File: src/rtl/sprint_timer_ctrl.sv
// Sprint stopwatch controller: start/stop/clear keys, 0.01 s resolution,
// counts 00.00 .. 99.99 and saturates into an overflow state.
module sprint_timer_ctrl #(
  parameter int TICK_DIV = 1000000
) (
  input  logic       I_clk,
  input  logic       I_rst,
  input  logic       I_key_ss,
  input  logic       I_key_clr,
  output logic [6:0] O_sec,
  output logic [6:0] O_csec,
  output logic       O_running,
  output logic       O_overflow
);

  localparam int PW = (TICK_DIV > 2) ? $clog2(TICK_DIV) : 1;
  localparam logic [PW-1:0] PMAX = PW'(TICK_DIV - 1);

  typedef enum logic [1:0] {IDLE, RUN, HOLD, FULL} state_t;

  state_t        state_q, state_d;
  logic [PW-1:0] presc_q, presc_d;
  logic [6:0]    sec_q, sec_d;
  logic [6:0]    csec_q, csec_d;
  logic          ss_prev_q, clr_prev_q;
  logic          run_q, ovf_q;
  logic          ss_ev, clr_ev, tick;

  // Rising-edge press detection; previous levels preset high so a key held
  // through reset has to be released before it counts.
  assign ss_ev  = I_key_ss  & ~ss_prev_q;
  assign clr_ev = I_key_clr & ~clr_prev_q;
  assign tick   = (presc_q == PMAX);

  // Next state, prescaler and time; clear wins over everything else.
  always_comb begin
    state_d = state_q;
    presc_d = presc_q;
    sec_d   = sec_q;
    csec_d  = csec_q;
    if (clr_ev) begin
      state_d = IDLE;
      presc_d = '0;
      sec_d   = '0;
      csec_d  = '0;
    end else begin
      case (state_q)
        IDLE: begin
          if (ss_ev) begin
            state_d = RUN;
            presc_d = '0;
          end
        end
        RUN: begin
          presc_d = tick ? '0 : presc_q + 1'b1;
          // A due advance lands first; a stop on the same edge then freezes
          // the advanced value. Saturation takes precedence over stopping.
          if (ss_ev) state_d = HOLD;
          if (tick) begin
            if (sec_q == 7'd99 && csec_q == 7'd99) begin
              state_d = FULL;
            end else if (csec_q == 7'd99) begin
              csec_d = '0;
              sec_d  = sec_q + 7'd1;
            end else begin
              csec_d = csec_q + 7'd1;
            end
          end
        end
        default: ;
      endcase
    end
  end

  // State, time and registered status outputs.
  always_ff @(posedge I_clk) begin
    if (I_rst) begin
      state_q    <= IDLE;
      presc_q    <= '0;
      sec_q      <= '0;
      csec_q     <= '0;
      ss_prev_q  <= 1'b1;
      clr_prev_q <= 1'b1;
      run_q      <= 1'b0;
      ovf_q      <= 1'b0;
    end else begin
      state_q    <= state_d;
      presc_q    <= presc_d;
      sec_q      <= sec_d;
      csec_q     <= csec_d;
      ss_prev_q  <= I_key_ss;
      clr_prev_q <= I_key_clr;
      run_q      <= (state_d == RUN);
      ovf_q      <= (state_d == FULL);
    end
  end

  assign O_sec      = sec_q;
  assign O_csec     = csec_q;
  assign O_running  = run_q;
  assign O_overflow = ovf_q;

endmodule

File: config.mk
export PLATFORM = sky130hd
export DESIGN_NAME = sprint_timer_ctrl
export DESIGN_NICKNAME = d
export VERILOG_FILES = /design/src/rtl/sprint_timer_ctrl.sv
export SDC_FILE = /design/constraint.sdc
export NUM_CORES = 1
export LEC_CHECK = 0
export ABC_CLOCK_PERIOD_IN_PS = 2500
export CAP_MARGIN = 20
export CORE_ASPECT_RATIO = 2
export CORE_UTILIZATION = 56
export CTS_BUF_LIST = sky130_fd_sc_hd__clkbuf_16
export DETAILED_ROUTE_END_ITERATION = 12
export GPL_TIMING_DRIVEN = 1
export PLACE_DENSITY = 0.77
export SLEW_MARGIN = 10
export SYNTH_ARGS = -nofsm -noshare
export SYNTH_HDL_FRONTEND = slang
export SYNTH_SLANG_ARGS = --single-unit
File: constraint.sdc
create_clock -name I_clk -period 2.5 [get_ports I_clk]
set_clock_uncertainty 0.15 [all_clocks]
set_input_delay 0.75 -clock I_clk [delete_from_list [all_inputs] [get_ports I_clk]]
set_output_delay 0.75 -clock I_clk [all_outputs]
set_load 0.005 [all_outputs]
-- After elaboration in Yosys (flattened, before gate mapping)
Index checks and enable logic that the tools add are counted.
- reductions and logical operators: 7
- muxes and demuxes: 10
- $add $sub $neg: 3
- bitwise gates (word level): 5
- eq/ne operators: 7
- operators by type and width (kind ; count):
    2-to-1 mux 20 bit ; 2
    one-hot mux 20 bit (2 select lines) ; 1
    adder 20 x 1 -> 20 bit, second input constant ; 1
    equality test 20 bit, second input constant ; 1
    adder 7 x 1 -> 7 bit, second input constant ; 2
    equality test 7 bit, second input constant ; 2
    2-to-1 mux 2 bit ; 5
    2-to-1 mux 7 bit ; 1
    equality test 2 x 1 -> 1 bit, second input constant ; 2
    one-hot mux 2 bit (2 select lines) ; 1
    AND reduction 4 bit ; 1
    NOT 1 bit ; 3
    AND reduction 3 bit ; 1
    bitwise AND 1 bit ; 2
    equality test 2 bit, second input constant ; 1
    zero test 2 bit ; 1
    inequality test 2 bit, second input constant ; 1
    AND reduction 2 bit ; 1
    nonzero test 2 bit ; 1
    OR reduction 2 bit ; 1
    logical AND 1 bit ; 1
- flip-flop bits (word level): 40
- output and inout port bits: 16

-- Depth between registers and ports, before layout
- depth in word-level cells: 8
- depth in mapped cells: 7
- gate-level depth less buffers: 6

-- Worst setup path before layout
Ideal clock, no wire load.
- kind: input to register
- start point: in I_key_ss
- end point: reg presc_q[12]
- path slack: 444 ps
- stages: 6
- arrival: 1831 ps
- setup time: 74 ps
- path buffers: 1
- required time: 2276 ps
- cells stage by stage: nor2b_1 o21bai_1 and2_1 clkbuf_1 a21oi_1 o21ai_0
- longest elaborated chain between the ends: 3
- ends and longest elaborated chain (element ; line ; text):
    start, declared ; 8 ; input logic I_key_ss,
    bitwise AND 1 bit ; 31 ; assign ss_ev = I_key_ss & ~ss_prev_q;
    inequality test 2 bit (no line) ; - ;
    AND reduction 2 bit (no line) ; - ;
    end signal, assigned ; 88 ; presc_q <= presc_d;
    end, declared ; 22 ; logic [PW-1:0] presc_q, presc_d;
No other way between the ends.
A chain may end at the register's enable or synchronous reset.

-- Worst setup path after layout
- start point: in I_rst
- end point: reg presc_q[12]
- longest elaborated chain between the ends: 1
- ends and longest elaborated chain (element ; line ; text):
    start, declared ; 7 ; input logic I_rst,
    OR reduction 2 bit (no line) ; - ;
No other way between the ends.

==> summary.md <==
20 I/O pins were placed. The logs give 1.42 mW for the total power draw and 0.856 for the routability congestion estimate. The post-CTS clock slew at the launch and capture registers of the worst setup and hold paths is 0.06 ns, and the count of inserted antenna diode cells is 0. The worst path in the final design needs a cycle of 2.24 ns, including I/O delays and setup. Final clock period utilization by the worst path: 89.4%. Sequential elements use 38.0% of the synthesized area. From bottom edge to top edge, the die measures 88.7 um.

Total of buffers placed on input and output ports: 19. The synthesized area per cell came out at 8.23 sq um. Once routing completed, OpenROAD measured the worst setup slack at 0.264 ns.

The logic depth of the worst register-to-register path came out at 6. The horizontal extent of the die works out to 45.4 um. Clock net sink count: 40. The tools report the largest vdd supply drop as 0.633 mV.

For this block, the routed nets add up to 5150 um of wire. After floorplanning, the core was sized to cover 3610 sq um. The tools report the clock insertion delay at the later pin of the skew report as 0.28 ns. Entering global routing, the biggest net connects 21 pins.

Total global-route track usage: 28.5%. The dominant cell by count in the synthesized netlist is dfxtp_1. After legalization and detailed placement, the total HPWL measured 3880 um. The signal on the critical path passes through clkdlybuf4s50_1 -> a21oi_1 -> o211ai_1 -> or3_1 -> o21ai_0. Across the run, the number of max-cap violations was 0.

The run gives 0 as the number of buffers added for setup after CTS. STA classifies the critical path endpoint as a flop. Tracing the worst setup path back leads to its startpoint at I_rst.

Global routing finished with a remaining overflow of 0. When the netlist entered floorplanning its net count stood at 263. The worst setup path endpoint was presc_q[12]. The row count is 31.

Kind of cell adding the most delay to the critical path: compound AO/OA/AOI/OAI gates. Area enclosed by the die boundary: 4020 sq um. The root buffer cell chosen for the clock tree is clkbuf_16. Data on the critical path arrives at its endpoint at 2.29 ns.

The number of buffers inserted during clock tree synthesis came out at 5. The slowest stage of the critical path is the or3_1 cell. The area of placed instances is 2420 sq um. The flow ran to the end, and the final reports show no timing, DRC or antenna violations. Prior to clock tree synthesis, the placed netlist has a worst setup slack of -0.0270 ns. The number of library cell types mapped by synthesis is 46, and the post-detailed-route wirelength per cell is 15.3 um. The count of yosys warnings during synthesis is 0. TritonCTS built the clock tree. The area growth from synthesis to layout is 22.5%.

After routing the design area is 2580 sq um. The remaining max-slew budget at the tightest pin came out at 53.0%. The number of hold buffers added after CTS was 0. Counting flops and latches in the post-synthesis netlist gives 40. For this run, the detailed router's first-pass iteration total came to 4. The initial antenna violation count is 0. The worst register-to-register path ends at presc_q[19]. The post-layout net count was 294; the power per cell area was 549 nW/um^2. After technology mapping, the gate count stands at 256.

The post-route netlist has 10.8% of its cells at a drive strength greater than 1. The fraction of registers with async set or reset after synthesis is 0%. The wire length of the first global-routing pass was 8460 um; the post-CTS resize count was 0.

The source of the worst register-to-register timing path is presc_q[0]. The most used flip-flop cell after synthesis is dfxtp_1. Summing over every cut layer, the via total after detailed routing is 2045. The run gives 2001 as the number of global-route vias before repair. In this run the worst path has a maximum fanout of 11. Using the TritonRoute via totals, the vias-per-cell ratio works out to 6.07. Of all cell types, the one taking the most synthesized area is dfxtp_1.

For this design the static power due to leakage is 0.854 nW. In this run the remaining antenna-violating nets after routing total 0. The number of buffer and inverter stages on the critical path is 1, and the number of enable flip-flop cells after synthesis is 0. By area the synthesized netlist is led by dfxtp_1 38%, a21oi_1 5.5%, o21ai_0 4.3%. The delay of the slowest cell on the worst path was 0.45 ns; the filler cell count was 321. The top achievable clock speed was 0.447 GHz; the data required time at the worst endpoint was 2.56 ns. The critical setup path kind is in2reg. In this run the number of cells on the critical path is 5. STA classifies the critical path startpoint as a primary input. For this configuration, the core starts out at a cell density of 58.4%. The run gives 0.26 ns as the slack of the worst reg-to-reg path.

The number of levels the H-tree was split into came out at 2. In the routed design, unresolved DRC markers number 0. The share of Yosys cell area claimed by the top area cell type was 38.0%; the post-route setup TNS was 0 ns.

In this run the worst hold path is classified as reg2reg. The run gives 0 as the number of failing hold endpoints at the final stage. After the first detailed-routing iteration, the DRC count stood at 33. In this run the cell area of the synthesized design comes to 2110 sq um. Setup violations remaining at the end of the flow were counted as 0. The commonest cells after synthesis are 40 x dfxtp_1, 23 x a21oi_1, 23 x nand2_1.

At the pin with the least slew margin, the transition time is 0.701 ns. The tools report the worst-case clock buffer depth as 2. Setup repair after global routing left no endpoint under its margin. The number of max-slew violations in the final report came out at 0.
==> cell type report <==
type,instances,area (sq um),share of cell area [%]
tap,49,61.3,2.38
sequential,40,801,31.1
multi-input combinational,196,1220,47.5
timing repair buffer,31,280,10.9
clock inverter,3,37.5,1.46
inverter,13,48.8,1.89
clock buffer,5,125,4.85
==> cell families (layout without fill, tap and decap cells) <==
logic type	Yosys count	count (layout)	share of synthesized area, %
buffers and inverters	20	52	3.80
flip-flops	40	40	38.0
AND/OR/NAND/NOR	122	122	35.9
adder cells (fa/ha/maj)	3	3	1.78
AO/OA/AOI/OAI	66	66	18.4
multiplexers	1	1	0.475
XOR/XNOR	4	4	1.66
==> placed cells by master (no fill, tap or decap), drive strengths merged, types with 12 or more instances in the layout <==
cell and instances:
a21oi 23, o21ai 18, nor2 14, inv 13, a31oi 12, clkdlybuf4s50 19, dfxtp 40, nand3 17
nand4 14, buf 12, or3 12, nand2 23
==> worst register-to-register path, stage by stage (launching register included) <==
cell	delay, ns
dfxtp_1	0.39
ha_1	0.20
inv_1	0.09
or3_1	0.40
o211ai_1	0.61
or3_1	0.21
nand3_1	0.07
==> worst min path at each step <==
stage                     cells after the start     endpoint         from  slack, ns
after detailed placement                      2  presc_q[17]  presc_q[17]       0.33
after CTS                                     2  presc_q[17]  presc_q[17]       0.34
after global routing                          2  presc_q[18]  presc_q[18]       0.36
after global placement                        2  presc_q[18]  presc_q[18]       0.31
final                                         2     O_sec[6]     O_sec[6]       0.34
after floorplan                               2  presc_q[18]  presc_q[18]       0.30
==> registers in the layout, summed over array words and instances (netlist names) <==
name	count
O_overflow	1
O_sec	7
O_csec	7
clr_prev_q	1
ss_prev_q	1
state_q	2
presc_q	20
O_running	1
==> power breakdown <==
part	total, mW	leakage [nW]	internal [mW]	switching, mW
registers	0.645	0.323	0.642	0.00338
clock network	0.709	0.0789	0.464	0.246
logic	0.0618	0.452	0.0223	0.0395
total	1.42	0.854	1.13	0.289
==> metal layers <==
metal  up-vias  wire, um  GRT usage, %
met5         -         0             0
met2        42      2940          54.3
met1       965      1910          26.4
met3        21        92          4.08
li1       1017         -             -
met4         0       206          17.6
==> through the flow <==
step                hold WS (ns)  utilization (%)  std cells
global placement           0.309             67.0        329
global route               0.361             71.5        337
floorplan                  0.296                -        256
detailed placement         0.333             67.0        329
CTS                        0.341             71.5        337
finish                     0.339             71.5        337
Power figures use the tool's default switching activity.
